$ cat config.mk
export PLATFORM = sky130hd
export DESIGN_NAME = muldiv_ctrl_flat
export DESIGN_NICKNAME = d
export VERILOG_FILES = /design/src/rtl/muldiv_ctrl_if.sv /design/src/rtl/muldiv_ctrl.sv /design/src/flat_wrapper.sv
export SDC_FILE = /design/constraint.sdc
export NUM_CORES = 1
export LEC_CHECK = 0
export BUFFER_PORTS_ARGS = -buffer_cell sky130_fd_sc_hd__buf_4
export CAP_MARGIN = 40
export CORE_ASPECT_RATIO = 0.6
export CORE_MARGIN = 2
export CORE_UTILIZATION = 59
export CTS_CLUSTER_SIZE = 40
export DETAILED_ROUTE_END_ITERATION = 6
export PLACE_DENSITY = 0.79
export SYNTH_ARGS = -nofsm -noshare
export SYNTH_HDL_FRONTEND = slang
export SYNTH_SLANG_ARGS = --single-unit
$ cat constraint.sdc
create_clock -name clk -period 4.2 [get_ports clk]
set_input_delay 0.84 -clock clk [delete_from_list [all_inputs] [get_ports clk]]
set_output_delay 0.84 -clock clk [all_outputs]
set_load 0.02 [all_outputs]
$ cat src/rtl/muldiv_ctrl_if.sv
// Pipeline-side bundle for muldiv_ctrl: request, flush, MTHI/MTLO writes, and HI/LO/status back.
// The pipeline drives through the master modport; the sequencer uses slave.
interface muldiv_ctrl_if;
    logic        start;
    logic [1:0]  op;
    logic [31:0] opA;
    logic [31:0] opB;
    logic        flush;
    logic        we_hi;
    logic        we_lo;
    logic [31:0] wdata;
    logic        busy;
    logic        done;
    logic [31:0] hi;
    logic [31:0] lo;

    modport master (
        output start, op, opA, opB, flush, we_hi, we_lo, wdata,
        input  busy, done, hi, lo
    );

    modport slave (
        input  start, op, opA, opB, flush, we_hi, we_lo, wdata,
        output busy, done, hi, lo
    );
endinterface

$ cat src/rtl/muldiv_ctrl.sv
// Iterative 32-step multiply / restoring-divide sequencer owning the HI/LO registers.
// Define MULDIV_SIGNED_EN to enable signed MULT/DIV (op[1]); otherwise op[1] is ignored.
module muldiv_ctrl (
    input  logic                clk,
    input  logic                reset,
    muldiv_ctrl_if.slave        bus
);
    typedef enum logic [1:0] {S_IDLE, S_RUN, S_DONE} state_t;

    state_t      state_q, state_d;
    logic [4:0]  count_q, count_d;
    logic [63:0] acc_q, acc_d;
    logic [31:0] opd_q, opd_d;     // multiplicand or divisor magnitude
    logic        is_div_q, is_div_d;
    logic [31:0] hi_q, hi_d;
    logic [31:0] lo_q, lo_d;

    logic [31:0] mag_a, mag_b;
    logic [32:0] sum33, rem33, diff33;
    logic        rem_ge;
    logic [63:0] mul_next, div_next, step_next, res;

`ifdef MULDIV_SIGNED_EN
    logic        neg_res_q, neg_res_d;  // negate product / quotient
    logic        neg_rem_q, neg_rem_d;  // negate remainder (follows dividend)
    logic        sgn_op;

    assign sgn_op = bus.op[1];
    assign mag_a  = (sgn_op && bus.opA[31]) ? -bus.opA : bus.opA;
    assign mag_b  = (sgn_op && bus.opB[31]) ? -bus.opB : bus.opB;
`else
    logic        unused_op1;

    assign unused_op1 = bus.op[1];
    assign mag_a      = bus.opA;
    assign mag_b      = bus.opB;
`endif

    // One iteration of either algorithm, computed from the current accumulator.
    always_comb begin
        sum33     = {1'b0, acc_q[63:32]} + (acc_q[0] ? {1'b0, opd_q} : 33'd0);
        mul_next  = {sum33, acc_q[31:1]};
        rem33     = acc_q[63:31];
        rem_ge    = (rem33 >= {1'b0, opd_q});
        diff33    = rem33 - {1'b0, opd_q};
        div_next  = rem_ge ? {diff33[31:0], acc_q[30:0], 1'b1}
                           : {rem33[31:0],  acc_q[30:0], 1'b0};
        step_next = is_div_q ? div_next : mul_next;
    end

    always_comb begin
        res = step_next;
`ifdef MULDIV_SIGNED_EN
        if (is_div_q) begin
            if (neg_res_q) res[31:0]  = -step_next[31:0];
            if (neg_rem_q) res[63:32] = -step_next[63:32];
        end else if (neg_res_q) begin
            res = -step_next;
        end
`endif
    end

    always_comb begin
        state_d  = state_q;
        count_d  = count_q;
        acc_d    = acc_q;
        opd_d    = opd_q;
        is_div_d = is_div_q;
        hi_d     = hi_q;
        lo_d     = lo_q;
`ifdef MULDIV_SIGNED_EN
        neg_res_d = neg_res_q;
        neg_rem_d = neg_rem_q;
`endif
        unique case (state_q)
            S_RUN: begin
                if (bus.flush) begin
                    state_d = S_IDLE;
                    count_d = 5'd0;
                end else begin
                    acc_d   = step_next;
                    count_d = count_q + 5'd1;
                    if (count_q == 5'd31) begin
                        hi_d    = res[63:32];
                        lo_d    = res[31:0];
                        state_d = S_DONE;
                    end
                end
            end
            default: begin  // S_IDLE, S_DONE: not busy, accept writes and new requests
                state_d = S_IDLE;
                if (bus.we_hi) hi_d = bus.wdata;
                if (bus.we_lo) lo_d = bus.wdata;
                if (bus.start) begin
                    if (bus.op[0] && (bus.opB == 32'd0)) begin
                        // Divide by zero: fixed result, no iterations.
                        hi_d    = bus.opA;
                        lo_d    = 32'hFFFF_FFFF;
                        state_d = S_DONE;
                    end else begin
                        is_div_d = bus.op[0];
                        opd_d    = bus.op[0] ? mag_b : mag_a;
                        acc_d    = {32'd0, (bus.op[0] ? mag_a : mag_b)};
                        count_d  = 5'd0;
                        state_d  = S_RUN;
`ifdef MULDIV_SIGNED_EN
                        neg_res_d = sgn_op & (bus.opA[31] ^ bus.opB[31]);
                        neg_rem_d = sgn_op & bus.opA[31];
`endif
                    end
                end
            end
        endcase
    end

    always_ff @(posedge clk) begin
        if (reset) begin
            state_q  <= S_IDLE;
            count_q  <= 5'd0;
            acc_q    <= 64'd0;
            opd_q    <= 32'd0;
            is_div_q <= 1'b0;
            hi_q     <= 32'd0;
            lo_q     <= 32'd0;
`ifdef MULDIV_SIGNED_EN
            neg_res_q <= 1'b0;
            neg_rem_q <= 1'b0;
`endif
        end else begin
            state_q  <= state_d;
            count_q  <= count_d;
            acc_q    <= acc_d;
            opd_q    <= opd_d;
            is_div_q <= is_div_d;
            hi_q     <= hi_d;
            lo_q     <= lo_d;
`ifdef MULDIV_SIGNED_EN
            neg_res_q <= neg_res_d;
            neg_rem_q <= neg_rem_d;
`endif
        end
    end

    assign bus.busy = (state_q == S_RUN);
    assign bus.done = (state_q == S_DONE);
    assign bus.hi   = hi_q;
    assign bus.lo   = lo_q;
endmodule

$ cat src/flat_wrapper.sv
// flat-port wrapper written by rule: the top's interface ports become plain ports
module muldiv_ctrl_flat 
  (clk, reset, bus_start, bus_op, bus_opA, bus_opB, bus_flush, bus_we_hi, bus_we_lo, bus_wdata, bus_busy, bus_done, bus_hi, bus_lo);
  muldiv_ctrl_if bus_i ();
  input  logic clk;
  input  logic reset;
  input wire logic [$bits(bus_i.start)-1:0] bus_start;
  input wire logic [$bits(bus_i.op)-1:0] bus_op;
  input wire logic [$bits(bus_i.opA)-1:0] bus_opA;
  input wire logic [$bits(bus_i.opB)-1:0] bus_opB;
  input wire logic [$bits(bus_i.flush)-1:0] bus_flush;
  input wire logic [$bits(bus_i.we_hi)-1:0] bus_we_hi;
  input wire logic [$bits(bus_i.we_lo)-1:0] bus_we_lo;
  input wire logic [$bits(bus_i.wdata)-1:0] bus_wdata;
  output wire logic [$bits(bus_i.busy)-1:0] bus_busy;
  output wire logic [$bits(bus_i.done)-1:0] bus_done;
  output wire logic [$bits(bus_i.hi)-1:0] bus_hi;
  output wire logic [$bits(bus_i.lo)-1:0] bus_lo;
  assign bus_i.start = bus_start;
  assign bus_i.op = bus_op;
  assign bus_i.opA = bus_opA;
  assign bus_i.opB = bus_opB;
  assign bus_i.flush = bus_flush;
  assign bus_i.we_hi = bus_we_hi;
  assign bus_i.we_lo = bus_we_lo;
  assign bus_i.wdata = bus_wdata;
  assign bus_busy = bus_i.busy;
  assign bus_done = bus_i.done;
  assign bus_hi = bus_i.hi;
  assign bus_lo = bus_i.lo;
  muldiv_ctrl u_core (.clk(clk), .reset(reset), .bus(bus_i));
endmodule
Yosys cells after proc, flatten, opt, wreduce, memory -nomap -nowiden:

Index checks and enable logic that the tools add are counted.

* output and inout bits: 66
* input port bits: 104
* register bits after elaboration: 168
* word-level logic and storage cells: 57

* eq/ne operators: 7
* muxes and demuxes: 30
* reductions and logical operators: 7
* add/subtract/negate cells: 3
* bitwise logic cells: 2
* $lt $le $gt $ge: 1

Operators with widths (count)
* two-way mux 32 bit: 15
* two-way mux 64 bit: 6
* adder 32 x 32 -> 33 bit: 1
* >= comparator 33 x 32 -> 1 bit: 1
* zero test 32 bit: 1
* subtractor 32 bit: 1
* two-way mux 5 bit: 4
* two-way mux 2 bit: 5
* AND reduction 3 bit: 2
* adder 5 x 1 -> 5 bit (second input constant): 1
* equality test 5 bit (second input constant): 1
* inequality test 2 bit (second input constant): 2
* AND reduction 2 bit: 2
* inequality test 3 x 2 -> 1 bit (second input constant): 1
* equality test 2 x 1 -> 1 bit (second input constant): 1
* equality test 2 bit (second input constant): 1
* inequality test 2 x 1 -> 1 bit (second input constant): 1
* NOT 1 bit: 2
* nonzero test 2 bit: 1
* logical AND 1 bit: 1

Depth between registers and ports, before layout:

Gate-level depths: netlist of run 1.

* depth in word-level cells: 6
* mapped depth: 15

Worst setup path before layout of run 1:

No wires, ideal clock.

* path kind: reg2reg
* start point: register u_core.acc_q[0]
* end point: register u_core.hi_q[29], in the netlist u_core.bus.hi[29]
* clock period less this slack: 3.371 ns
* setup slack: 0.829 ns
* cell stages (with the launch flop): 15
* data arrival time: 3.294 ns
* required time: 4.123 ns
* setup time: 0.077 ns
* buffers on the path: 1
* cells stage by stage: dfxtp_1 > clkbuf_1 > and2_1 > ha_1 > fa_1 > a211oi_2 > o21bai_1 > a21oi_1 > o221ai_1 > a31oi_1 > o21ai_1 > a31oi_1 > mux2i_1 > o31ai_1 > o22ai_1

* word-level cells in the longest chain between the ends: 6

Ends and longest elaborated chain
* start: declaration: line muldiv_ctrl.sv:12 `logic [63:0] acc_q, acc_d;`
* start signal: assignment: line muldiv_ctrl.sv:120 `acc_q <= 64'd0;`
* start signal: assignment: line muldiv_ctrl.sv:132 `acc_q <= acc_d;`
* two-way mux 32 bit: line muldiv_ctrl.sv:41 `sum33 = {1'b0, acc_q[63:32]} + (acc_q[0] ? {1'b0, opd_q} : 33'd0);`
* adder 32 x 32 -> 33 bit: line muldiv_ctrl.sv:41
* two-way mux 64 bit: line muldiv_ctrl.sv:48 `step_next = is_div_q ? div_next : mul_next;`
* two-way mux 32 bit: line muldiv_ctrl.sv:83 `if (count_q == 5'd31) begin`
* two-way mux 32 bit: line muldiv_ctrl.sv:77 `if (bus.flush) begin`
* two-way mux 32 bit: line muldiv_ctrl.sv:75 `unique case (state_q)`
* end signal: assignment: line muldiv_ctrl.sv:135 `hi_q <= hi_d;`
* end: declaration: line muldiv_ctrl.sv:15 `logic [31:0] hi_q, hi_d;`

Every way passes these cells. The select of a mux whose other input is x is not followed.
A chain may end at the register's enable or synchronous reset.

Worst setup path in the final report of run 1:

* start point: register u_core.opd_q[19]
* end point: register u_core.hi_q[15], in the netlist u_core.bus.hi[15]

* word-level cells in the longest chain between the ends: 6

Ends and longest elaborated chain
* start: declaration: line muldiv_ctrl.sv:13 `logic [31:0] opd_q, opd_d;`
* start signal: assignment: line muldiv_ctrl.sv:133 `opd_q <= opd_d;`
* >= comparator 33 x 32 -> 1 bit: line muldiv_ctrl.sv:44 `rem_ge = (rem33 >= {1'b0, opd_q});`
* two-way mux 64 bit: line muldiv_ctrl.sv:46 `div_next = rem_ge ? {diff33[31:0], acc_q[30:0], 1'b1}`
* two-way mux 64 bit: line muldiv_ctrl.sv:48
* two-way mux 32 bit: line muldiv_ctrl.sv:83
* two-way mux 32 bit: line muldiv_ctrl.sv:77
* two-way mux 32 bit: line muldiv_ctrl.sv:75

Every way passes these cells. The select of a mux whose other input is x is not followed.

==> results of run 1 <==
-- final cells by class --
class | instances | share of cell area, %
diodes | 1 | 0.0170
clock buffers | 21 | 3.05
clock inverters | 11 | 1.33
inverters | 51 | 1.30
multi-input cells | 1284 | 58.6
flip-flops and latches | 168 | 22.8
well taps | 279 | 2.37
repair buffers | 204 | 10.5
-- cells in the final DEF, fill, tap and decap left out, types with 12 or more instances in the layout --
| cell type | synthesis | routed |
|---|---|---|
| nand4_1 | 20 | 20 |
| a21o_1 | 38 | 38 |
| nor3_1 | 22 | 22 |
| nand3_1 | 32 | 32 |
| nand2_1 | 117 | 116 |
| o22ai_1 | 15 | 15 |
| inv_1 | 51 | 50 |
| ha_1 | 66 | 66 |
| a21oi_1 | 161 | 161 |
| xnor2_1 | 27 | 27 |
| buf_4 | 3 | 202 |
| nor2b_1 | 41 | 41 |
| clkbuf_16 | 0 | 17 |
| o21ai_0 | 75 | 75 |
| mux2i_1 | 108 | 108 |
| a31oi_1 | 15 | 15 |
| dfxtp_1 | 168 | 167 |
| nor2_1 | 151 | 150 |
| and3_1 | 12 | 12 |
| o221ai_1 | 39 | 39 |
| and2_1 | 38 | 37 |
| a211oi_1 | 123 | 123 |
| xor2_1 | 23 | 23 |
| o211ai_1 | 15 | 15 |
-- worst min-delay path: cells and delay by family (launching register included) --
family | cells | cell delay [ps]
compound gates | 2 | 130
flops | 1 | 320
-- power by group through the flow --
stage | logic, mW | clock network [mW] | registers (mW)
final | 1.23 | 1.76 | 1.82
after CTS | 1.21 | 1.76 | 1.81
after detailed placement | 1.20 | 0 | 1.84
after floorplan | 0.745 | 0 | 1.86
after global routing | 1.32 | 1.83 | 1.82
after global placement | 1.18 | 0 | 1.84
-- cell families after synthesis --
| family | count (synthesis) | share of synthesized area [%] |
|---|---|---|
| adders and majority gates | 68 | 6.84 |
| muxes | 118 | 9.52 |
| xor gates and xnor gates | 50 | 3.46 |
| and+or+nand+nor | 469 | 17.6 |
| AOI/OAI and AO/OA | 579 | 30.8 |
| DFF | 168 | 26.6 |
| buffers and inverters | 171 | 5.25 |
-- metal layers --
| metal | global-route usage (%) | vias to the layer above | share of wire [%] |
|---|---|---|---|
| met4 | 10.8 | 0 | 2.2 |
| met2 | 57.7 | 808 | 43 |
| li1 | - | 6253 | - |
| met1 | 56.3 | 6360 | 44 |
| met3 | 8.23 | 84 | 11 |
| met5 | 0 | - | 0 |
-- through the flow --
| stage | std cells | hold WS [ps] | worst slack (ps) |
|---|---|---|---|
| after global placement | 1985 | 463 | 428 |
| after CTS | 2018 | 500 | 356 |
| after global routing | 2018 | 538 | 106 |
| after floorplan | 1623 | 454 | 829 |
| after detailed placement | 1986 | 491 | 367 |
| final | 2019 | 501 | 277 |
-- registers in the layout (all words and copies together), names as in the netlist --
register and count:
u_core.acc_q 64, u_core.bus.hi 32, u_core.bus.lo 32, u_core.opd_q 32, u_core.count_q 5, u_core.state_q 2
u_core.is_div_q 1
-- final timing paths --
path / from / to / slack, ps / cells after the start
min reg2reg: u_core.count_q[3] / u_core.count_q[3] / 500 / 2
max: u_core.opd_q[19] / u_core.bus.hi[15] / 280 / 12
min: u_core.count_q[3] / u_core.count_q[3] / 500 / 2
max reg2reg: u_core.opd_q[19] / u_core.bus.hi[15] / 280 / 12
==> metrics.md, run 1 <==
| Metric | Value |
|---|---|
| Outcome | completed |
| Post-route ant nets | 0 |
| WL/cell | ~22 µm |
| Final hold vios | 0 |
| Initial cell density of the core | about three fifths |
| Reg clk slew, reported paths | roughly 70 ps |
| Synth async-reset ratio | 0% |
| Die height | ~120 µm |
| Post-synthesis sequential area ratio | 26.6% |
| Main flop type after synthesis | dfxtp_1 |
| Die width | 193 µm |
| Synthesized instance count | 1623 |
| CP max-delay cell | nor2_4 |
| Fillers | between 1.5k and 2k |
| Cts bufs inserted | 17 |
| FF/Latch Area | approximately 0.0034 mm² |
| Req. time, crit path | 4500 ps |
| Tcrit/Tclk final | 93.4% |
| CP Class | reg -> reg |
| Static leakage | between 6 and 7 nW |
| Top cells by area, synth | dfxtp_1 27%, mux2i_1 8.5%, a211oi_1 7.3% |
| Initial antenna violation count | 0 |
| Unique masters post-synth | 77 |
| Design area | about 0.015 mm² |
| RSZ-0062 raised after global routing | no |
| Vias in the first global route | 12.5k |
| Total Wirelength | ~45000 µm |
| Synth top cells by count | 168 x dfxtp_1, 161 x a21oi_1, 151 x nor2_1 |
| DRC Markers | 0 |
| # Post-CTS Setup Buffers | 0 |
| Max cap viols | 0 |
| First-pass GRT wire length | around 69000 µm |
| DIE AREA | 0.0227 mm² |
| Max frequency | about 0.25 GHz |
| Hold crit path type | reg -> reg |
| Top Ports | between 150 and 200 |
| Worst relative slew slack | between 30% and 40% |
| P&R area growth vs syn | 16.5% |
| DR vias | 13.5k |
| Vias per inst | between 6 and 7 |
| Clk_skew | around 10 ps |
| Area leader, netlist | dfxtp_1 |
| CTS tree | yes |
| Setup crit end kind | register |
| Placed Area | 0.0141 mm² |
| Most frequent cell after synthesis | dfxtp_1 |
| Post-CTS resize count | 0 |
| Quantity of I/O buffers inserted on ports | 168 |
| Combinational share of power | around a quarter |
| Family with the most delay on the worst path | compound AO/OA/AOI/OAI gates |
| Clock network power share | 36.6% |
| Initial DRC count | approximately 1.5k |
| Clock Sinks | approximately 170 |
| Core area | roughly 0.021 mm² |
| CP max FO | 24 |
| CP Buf/Inv Count | 1 |
| Tmin final | 3920 ps |
| Layout net count | around 1.9k |
| Clk Latency, worst-skew pair | roughly 440 ps |
| Sw Pwr | 1.54 mW |
| Worst VDD drop | 0.000359 V |
| Detailed Place HPWL | between 30000 and 40000 µm |
| Max Buffers Root-to-Sink | 2 |
| Switching Fraction | around 32% |
| Mapped Nets | approximately 1.8k |
| Global placement routability congestion | 0.971 |
| Crit-path cells | inv_1 > ha_1 > nand2_1 > nor3b_1 > a2111oi_0 > o31ai_1 > a311o_1 > o21bai_4 > nor2_4 > mux2_2 > a21oi_1 > o221ai_1 |
| CTS Hold Buffers Added | 0 |
| Num rows | just over 40 |
| Slowest Stage Delay on Critical Path | a little over 700 ps |
| Endpoints failing setup | 0 |
| PD cells | 326 mW/mm² |
| Syn Area/Cell | ~8 µm² |
| Critical Path AT | roughly 4200 ps |
| Root Driver | clkbuf_16 |
| Finished Core Util | between 70 and 80% |
| Int Pwr | approximately 3.3 mW |
| Share of the synthesized area in the top cell type | about a quarter |
| Max Slew Vio Count | 0 |
| Sequential Power Share | between 30 and 40% |
| GRT Overall Usage | between 30% and 40% |
| CP Launch Type | register |
| Area of the multi-input gates | between 0.008 and 0.009 mm² |
| Yosys reg bits | between 150 and 200 |
| CTS H-Tree Depth | 4 |
| Yosys warnings | 0 |
| Overall power | roughly 4.8 mW |
| Synthesized area | roughly 0.013 mm² |
| Largest net degree at the start of global routing | 77 |
| Post-synth EDFFs | 0 |
| GR Overflow Total | 0 |
| Worst-Margin Slew | around 910 ps |
| Setup TNS | 0 ps |
| DR pass1 iterations | 6 |
| Share of post-route cells with drive strength above 1 | approximately 15% |
Power figures use the tool's default switching activity.
==> run 2, diff against run 1 <==
PLACE_DENSITY = 0.81   (was 0.79)
==> run 2 against run 1 <==
Cell count down 0.30%. Critical path depth up 2. Die area stayed put. Register-to-register slack improved by 20 ps. Critical path type unchanged. Largest power group unchanged.
==> metrics.md, run 2 (same netlist as run 1, synthesis figures left out) <==
| Metric | Value |
|---|---|
| Outcome | completed |
| Fillers | 1788 (+2.9%) |
| Cell mode on critical path | a31oi_1 |
| DR vias | 13.6k (+0.95%) |
| Vias in the first global route | 12.6k (+0.41%) |
| CP max FO | 11 (-54%) |
| First-pass GRT wire length | 69200 µm (+0.77%) |
| Layout net count | 1896 (-0.11%) |
| Area of the multi-input gates | 0.00864 mm² (unchanged) |
| Max cap viols | 0 (unchanged) |
| Most frequent cells in the layout | 201 x buf_4, 167 x dfxtp_1, 161 x a21oi_1 |
| Endpoints failing setup | 0 (unchanged) |
| Biggest register | u_core.acc_q |
| # Post-CTS Setup Buffers | 0 (unchanged) |
| Number of inserted diodes | 0 (-1) |
| CP max-delay cell | a31oi_1 |
| GRT Overall Usage | 39.0% (+0.20 points) |
| Reg clk slew, reported paths | 60 ps (about the same) |
| CP Buf/Inv Count | 1 (unchanged) |
| P&R area growth vs syn | 15.6% |
| Num rows | 41 (unchanged) |
| Initial DRC count | 1593 (+2.8%) |
| CP Class | reg -> reg |
| Clk Latency, worst-skew pair | 450 ps (about the same) |
| Share of post-route cells with drive strength above 1 | 15.1% (-0.19 points) |
| Initial antenna violation count | 0 (unchanged) |
| Worst relative slew slack | 38.8% (-0.30 points) |
| Static leakage | 6.26 nW (-0.92%) |
| Detailed Place HPWL | 32800 µm (-1.4%) |
| Hold depth | 2 (unchanged) |
| DR pass1 iterations | 6 (unchanged) |
| Root Driver | clkbuf_16 |
| Max Slew Vio Count | 0 (unchanged) |
| Total Wirelength | 44700 µm (-0.63%) |
| Largest register FFs | 64 (unchanged) |
| Setup TNS | 0 ps (unchanged) |
| Worst VDD drop | 0.000347 V (-3.4%) |
| Quantity of I/O buffers inserted on ports | 168 (unchanged) |
| WL/cell | 22.2 µm (-0.33%) |
| Largest net degree at the start of global routing | 76 (-1.3%) |
| CTS H-Tree Depth | 4 (unchanged) |
| Critical Path AT | 4190 ps (-30 ps) |
| Global placement routability congestion | 1.00 (+3.2%) |
| DRC Markers | 0 (unchanged) |
| Slowest Stage Delay on Critical Path | 460 ps (-260 ps) |
| Worst Reg-to-Reg Cells | 14 (+2) |
| CP Launch Type | register |
| Die height | 117 µm (unchanged) |
| PD cells | 314 mW/mm² (-3.7%) |
| Cts bufs inserted | 17 (unchanged) |
| FF/Latch Area | 0.00337 mm² (unchanged) |
| Vias per inst | 6.77 (+1.2%) |
| GR Overflow Total | 0 (unchanged) |
| Max Buffers Root-to-Sink | 2 (unchanged) |
| Finished Core Util | 69.6% (-0.53 points) |
| Worst-Margin Slew | 917 ps (+5.70 ps) |
| Top Ports | 170 (unchanged) |
| RSZ-0062 raised after global routing | no |
| Die width | 193 µm (unchanged) |
| Core area | 0.0210 mm² (unchanged) |
| Req. time, crit path | 4490 ps (about the same) |
| Post-CTS resize count | 0 (unchanged) |
| Post-route ant nets | 0 (unchanged) |
| Worst R2R Setup Slack | 300 ps (+20 ps) |
| CTS tree | yes |
| Hold Path Sink | u_core.count_q[3] |
| Max frequency | 0.256 GHz (+0.52%) |
| Clock Sinks | 168 (unchanged) |
| Tmin final | 3900 ps (-20.1 ps) |
| Most common cell after layout, fill and taps aside | buf_4 |
| Family with the most delay on the worst path | compound AO/OA/AOI/OAI gates |
| Initial cell density of the core | 60.2% (unchanged) |
| CTS Hold Buffers Added | 0 (unchanged) |
| Hold path startpoint | u_core.count_q[3] |
| R2r startpoint | u_core.acc_q[0] |
| Setup crit end kind | register |
| Crit-path cells | and2_1 > ha_1 > fa_1 > a211oi_2 > o21bai_1 > a21oi_1 > o221ai_1 > a31oi_1 > buf_4 > o311ai_0 > a31oi_1 > xnor2_1 > mux2i_1 > o22ai_1 |
| Hold crit path type | reg -> reg |
| Worst R2R End | u_core.bus.hi[25] |
| Final hold vios | 0 (unchanged) |
| Clk_skew | 11.2 ps (+1.08 ps) |
| DIE AREA | 0.0227 mm² (unchanged) |
| Tcrit/Tclk final | 92.9% (-0.48 points) |
==> run 2: layout make-up <==
| cell class | instances | area share (%) |
|---|---|---|
| Multi-Input combinational cell | 1284 | 59.0 |
| Clock buffer | 21 | 3.14 |
| Timing Repair Buffer | 202 | 10.4 |
| Sequential cell | 168 | 23.0 |
| Tap cell | 279 | 2.38 |
| Clock inverter | 8 | 0.684 |
| Inverter | 51 | 1.31 |
==> run 2: worst max path at each step <==
stage / start / to / slack [ps] / cells after the start
CTS: u_core.acc_q[0] / u_core.bus.hi[25] / 400 / 14
floorplan: u_core.acc_q[0] / u_core.bus.hi[29] / 830 / 14
global placement: u_core.acc_q[0] / u_core.bus.hi[25] / 440 / 14
finish: u_core.acc_q[0] / u_core.bus.hi[25] / 300 / 14
global route: u_core.opd_q[19] / u_core.bus.hi[1] / 130 / 13
detailed placement: u_core.acc_q[0] / u_core.bus.hi[25] / 430 / 14
==> run 2: worst register-to-register path: stages (launching register included) <==
cell	delay (ps)
dfxtp_1	430
and2_1	220
ha_1	230
fa_1	450
a211oi_2	230
o21bai_1	100
a21oi_1	300
o221ai_1	250
a31oi_1	460
buf_4	230
o311ai_0	150
a31oi_1	240
xnor2_1	90
mux2i_1	250
o22ai_1	120
==> run 2: per-layer routing <==
layer	part of all wire [%]	GRT usage, %	vias to the layer above
met1	43	55.0	6418
li1	-	-	6260
met3	11	9.33	120
met4	2.9	12.5	0
met5	0	0	-
met2	43	58.3	835
==> run 2: stage by stage <==
step	cells	instance area [µm²]	power (mW)	setup slack (ps)	hold slack, ps
after floorplan	1623	12700	2.60	829	454
after global placement	1982	14100	3.01	444	461
after detailed placement	1983	14100	3.04	426	483
after CTS	2012	14600	4.56	404	492
after global routing	2013	14600	4.77	132	530
final	2013	14600	4.60	297	488
==> run 2: power breakdown <==
group | internal [mW] | switching [mW] | total (mW)
combinational | 0.492 | 0.741 | 1.23
clock | 0.894 | 0.655 | 1.55
sequential | 1.70 | 0.115 | 1.82
==> run 3, diff against run 2 <==
CORE_UTILIZATION = 61   (was 59)
CTS_BUF_LIST = sky130_fd_sc_hd__clkbuf_8   (was default)
PLACE_DENSITY = 0.84   (was 0.81)
==> run 3 against run 2 <==
Total power down 7.9%. First-iteration DRC count up 4.8%. Critical path type unchanged. Largest power group unchanged. Register-to-register slack worse by 90 ps. Largest cell class unchanged. Clock skew up 9.4 ps.
==> metrics.md, run 3 (same netlist as run 1, synthesis figures left out) <==
| Metric | Value |
|---|---|
| RSZ-0062 raised after global routing | no |
| Die width | 190 µm (-1.6%) |
| WL/cell | 21.9 µm (-1.2%) |
| GR Overflow Total | 0 (unchanged) |
| Clock network power share | 28.1% (-5.6 points) |
| Crit-path cells | inv_1 > ha_1 > a21oi_1 > nor3b_1 > a2111oi_0 > o31ai_1 > a311o_1 > o21bai_4 > nor2_4 > mux2_2 > a21oi_1 > o221ai_1 |
| CP max FO | 24 (+13) |
| Biggest register | u_core.acc_q |
| Max Slew Vio Count | 0 (unchanged) |
| Placed Instances | 1979 (-0.20%) |
| Detailed Place HPWL | 33000 µm (+0.66%) |
| GRT Overall Usage | 39.4% (+0.38 points) |
| Tcrit/Tclk final | 95.1% (+2.1 points) |
| Clock Sinks | 168 (unchanged) |
| Top Ports | 170 (unchanged) |
| Setup crit end kind | register |
| Global placement routability congestion | 0.957 (-4.4%) |
| Reg clk slew, reported paths | 110 ps (+50 ps) |
| Quantity of I/O buffers inserted on ports | 168 (unchanged) |
| Hold path startpoint | u_core.count_q[3] |
| First-pass GRT wire length | 67800 µm (-2.0%) |
| Final hold vios | 0 (unchanged) |
| Cts bufs inserted | 17 (unchanged) |
| Req. time, crit path | 4530 ps (+40 ps) |
| Worst R2R End | u_core.bus.hi[15] |
| Most frequent cells in the layout | 202 x buf_4, 167 x dfxtp_1, 161 x a21oi_1 |
| Worst relative slew slack | 35.6% (-3.2 points) |
| Clk Latency, worst-skew pair | 470 ps (+20 ps) |
| Hold crit path type | reg -> reg |
| Number of inserted diodes | 0 (unchanged) |
| Combinational share of power | 29.0% (+2.2 points) |
| Slowest Stage Delay on Critical Path | 660 ps (+200 ps) |
| Sequential Power Share | 42.8% (+3.3 points) |
| Max Buffers Root-to-Sink | 2 (unchanged) |
| Worst R2R Setup Slack | 210 ps (-90 ps) |
| Most common cell after layout, fill and taps aside | buf_4 |
| Core area | 0.0202 mm² (-4.1%) |
| Cell mode on critical path | a21oi_1 |
| Vias per inst | 6.76 (-0.20%) |
| R2r startpoint | u_core.opd_q[18] |
| Setup TNS | 0 ps (unchanged) |
| Post-CTS resize count | 0 (unchanged) |
| DIE AREA | 0.0220 mm² (-3.2%) |
| PD cells | 293 mW/mm² (-6.8%) |
| Post-layout worst setup margin | 207 ps (-90.2 ps) |
| Sw Pwr | 1.55 mW (+2.6%) |
| Die height | 116 µm (-1.6%) |
| Clk_skew | 20.6 ps (+9.40 ps) |
| Largest register FFs | 64 (unchanged) |
| Static leakage | 6.19 nW (-1.2%) |
| Int Pwr | 2.68 mW (-13%) |
| Largest net degree at the start of global routing | 65 (-14%) |
| DP Worst Slack | 430 ps (+3.60 ps) |
| Critical Path AT | 4320 ps (+130 ps) |
| Hold Path Sink | u_core.count_q[3] |
| CP Class | reg -> reg |
| Initial DRC count | 1669 (+4.8%) |
| Initial cell density of the core | 62.8% (+2.6 points) |
| CP Launch Type | register |
| # Post-CTS Setup Buffers | 0 (unchanged) |
| Root Driver | clkbuf_8 |
| P&R area growth vs syn | 14.2% |
| Worst Reg-to-Reg Cells | 12 (-2) |
| CTS Hold Buffers Added | 0 (unchanged) |
| Outcome | completed |
| DR pass1 iterations | 5 (-1) |
| Total Wirelength | 44100 µm (-1.3%) |
| DRC Markers | 0 (unchanged) |
| Tmin final | 3990 ps (+90.2 ps) |
| Overall power | 4.23 mW (-7.9%) |
| CTS tree | yes |
| Endpoints failing setup | 0 (unchanged) |
| Post-Layout Cell Count | 2011 (-0.099%) |
| Vias in the first global route | 12.5k (-1.0%) |
| Num rows | 40 (-2.4%) |
| Post-route ant nets | 0 (unchanged) |
| DR vias | 13.6k (-0.30%) |
| Switching Fraction | 36.6% (+3.8 points) |
| Worst-Margin Slew | 962 ps (+45.3 ps) |
| Share of post-route cells with drive strength above 1 | 15.4% (+0.31 points) |
| Worst VDD drop | 0.000259 V (-25%) |
| CP max-delay cell | nor2_4 |
| Initial antenna violation count | 1 (+1) |
| Max cap viols | 0 (unchanged) |
| Layout net count | 1897 (+0.053%) |
| CTS H-Tree Depth | 4 (unchanged) |
| Max frequency | 0.250 GHz (-2.3%) |
| Hold depth | 2 (unchanged) |
==> run 3: cell types whose count changed in the layout (fill, tap and decap cells not counted), sizes merged <==
| cell | previous run | this run |
|---|---|---|
| buf | 202 | 203 |
| bufinv | 2 | 1 |
| inv | 51 | 60 |
| clkbuf | 21 | 17 |
| clkinvlp | 4 | 3 |
==> run 3: final cells by class <==
class	instances	area, µm²
Clock inverter	15	153
Sequential cell	168	3370
Clock buffer	17	234
Tap cell	273	342
Inverter	51	191
Fill cell	1644	5710
Multi-Input combinational cell	1284	8640
Timing Repair Buffer	203	1530
==> run 3: how the worst max path moves through the flow <==
stage / start / end / slack [ps]
after detailed placement: u_core.opd_q[20] / u_core.acc_q[43] / 430
after global routing: u_core.acc_q[0] / u_core.bus.hi[30] / 90
after global placement: u_core.opd_q[18] / u_core.bus.hi[15] / 490
after floorplan: u_core.acc_q[0] / u_core.bus.hi[29] / 830
final: u_core.opd_q[18] / u_core.bus.hi[15] / 210
after CTS: u_core.opd_q[20] / u_core.acc_q[43] / 390
==> run 3: worst max-delay path: cells and delay by family (launching register included) <==
family / cells / cell delay (ps)
compound gates: 7 / 1660
simple gates: 2 / 860
fa+ha+maj: 1 / 430
mux: 1 / 410
flops: 1 / 400
buf+inv: 1 / 70
==> run 3: metrics by stage <==
stage               hold WS, ps  area (µm²)  util, %
floorplan                   454       12700        -
global placement            464       14100     69.7
detailed placement          488       14100     69.8
CTS                         503       14500     71.7
global route                526       14500     71.7
finish                      513       14500     71.7
==> run 3: routing by layer <==
metal	up-vias	wire length, µm	part of all wire (%)	track usage [%]
li1	6248	-	-	-
met1	6458	19200	44	56.0
met2	800	18900	43	60.0
met3	84	5030	11	8.54
met4	2	992	2.2	11.5
met5	-	13	0.029	0
==> run 3: power groups by stage <==
stage | combinational (mW) | clock (mW) | sequential (mW)
after floorplan | 0.745 | 0 | 1.86
after detailed placement | 1.19 | 0 | 1.84
final | 1.23 | 1.19 | 1.81
after CTS | 1.20 | 1.19 | 1.81
after global placement | 1.17 | 0 | 1.84
after global routing | 1.32 | 1.25 | 1.82
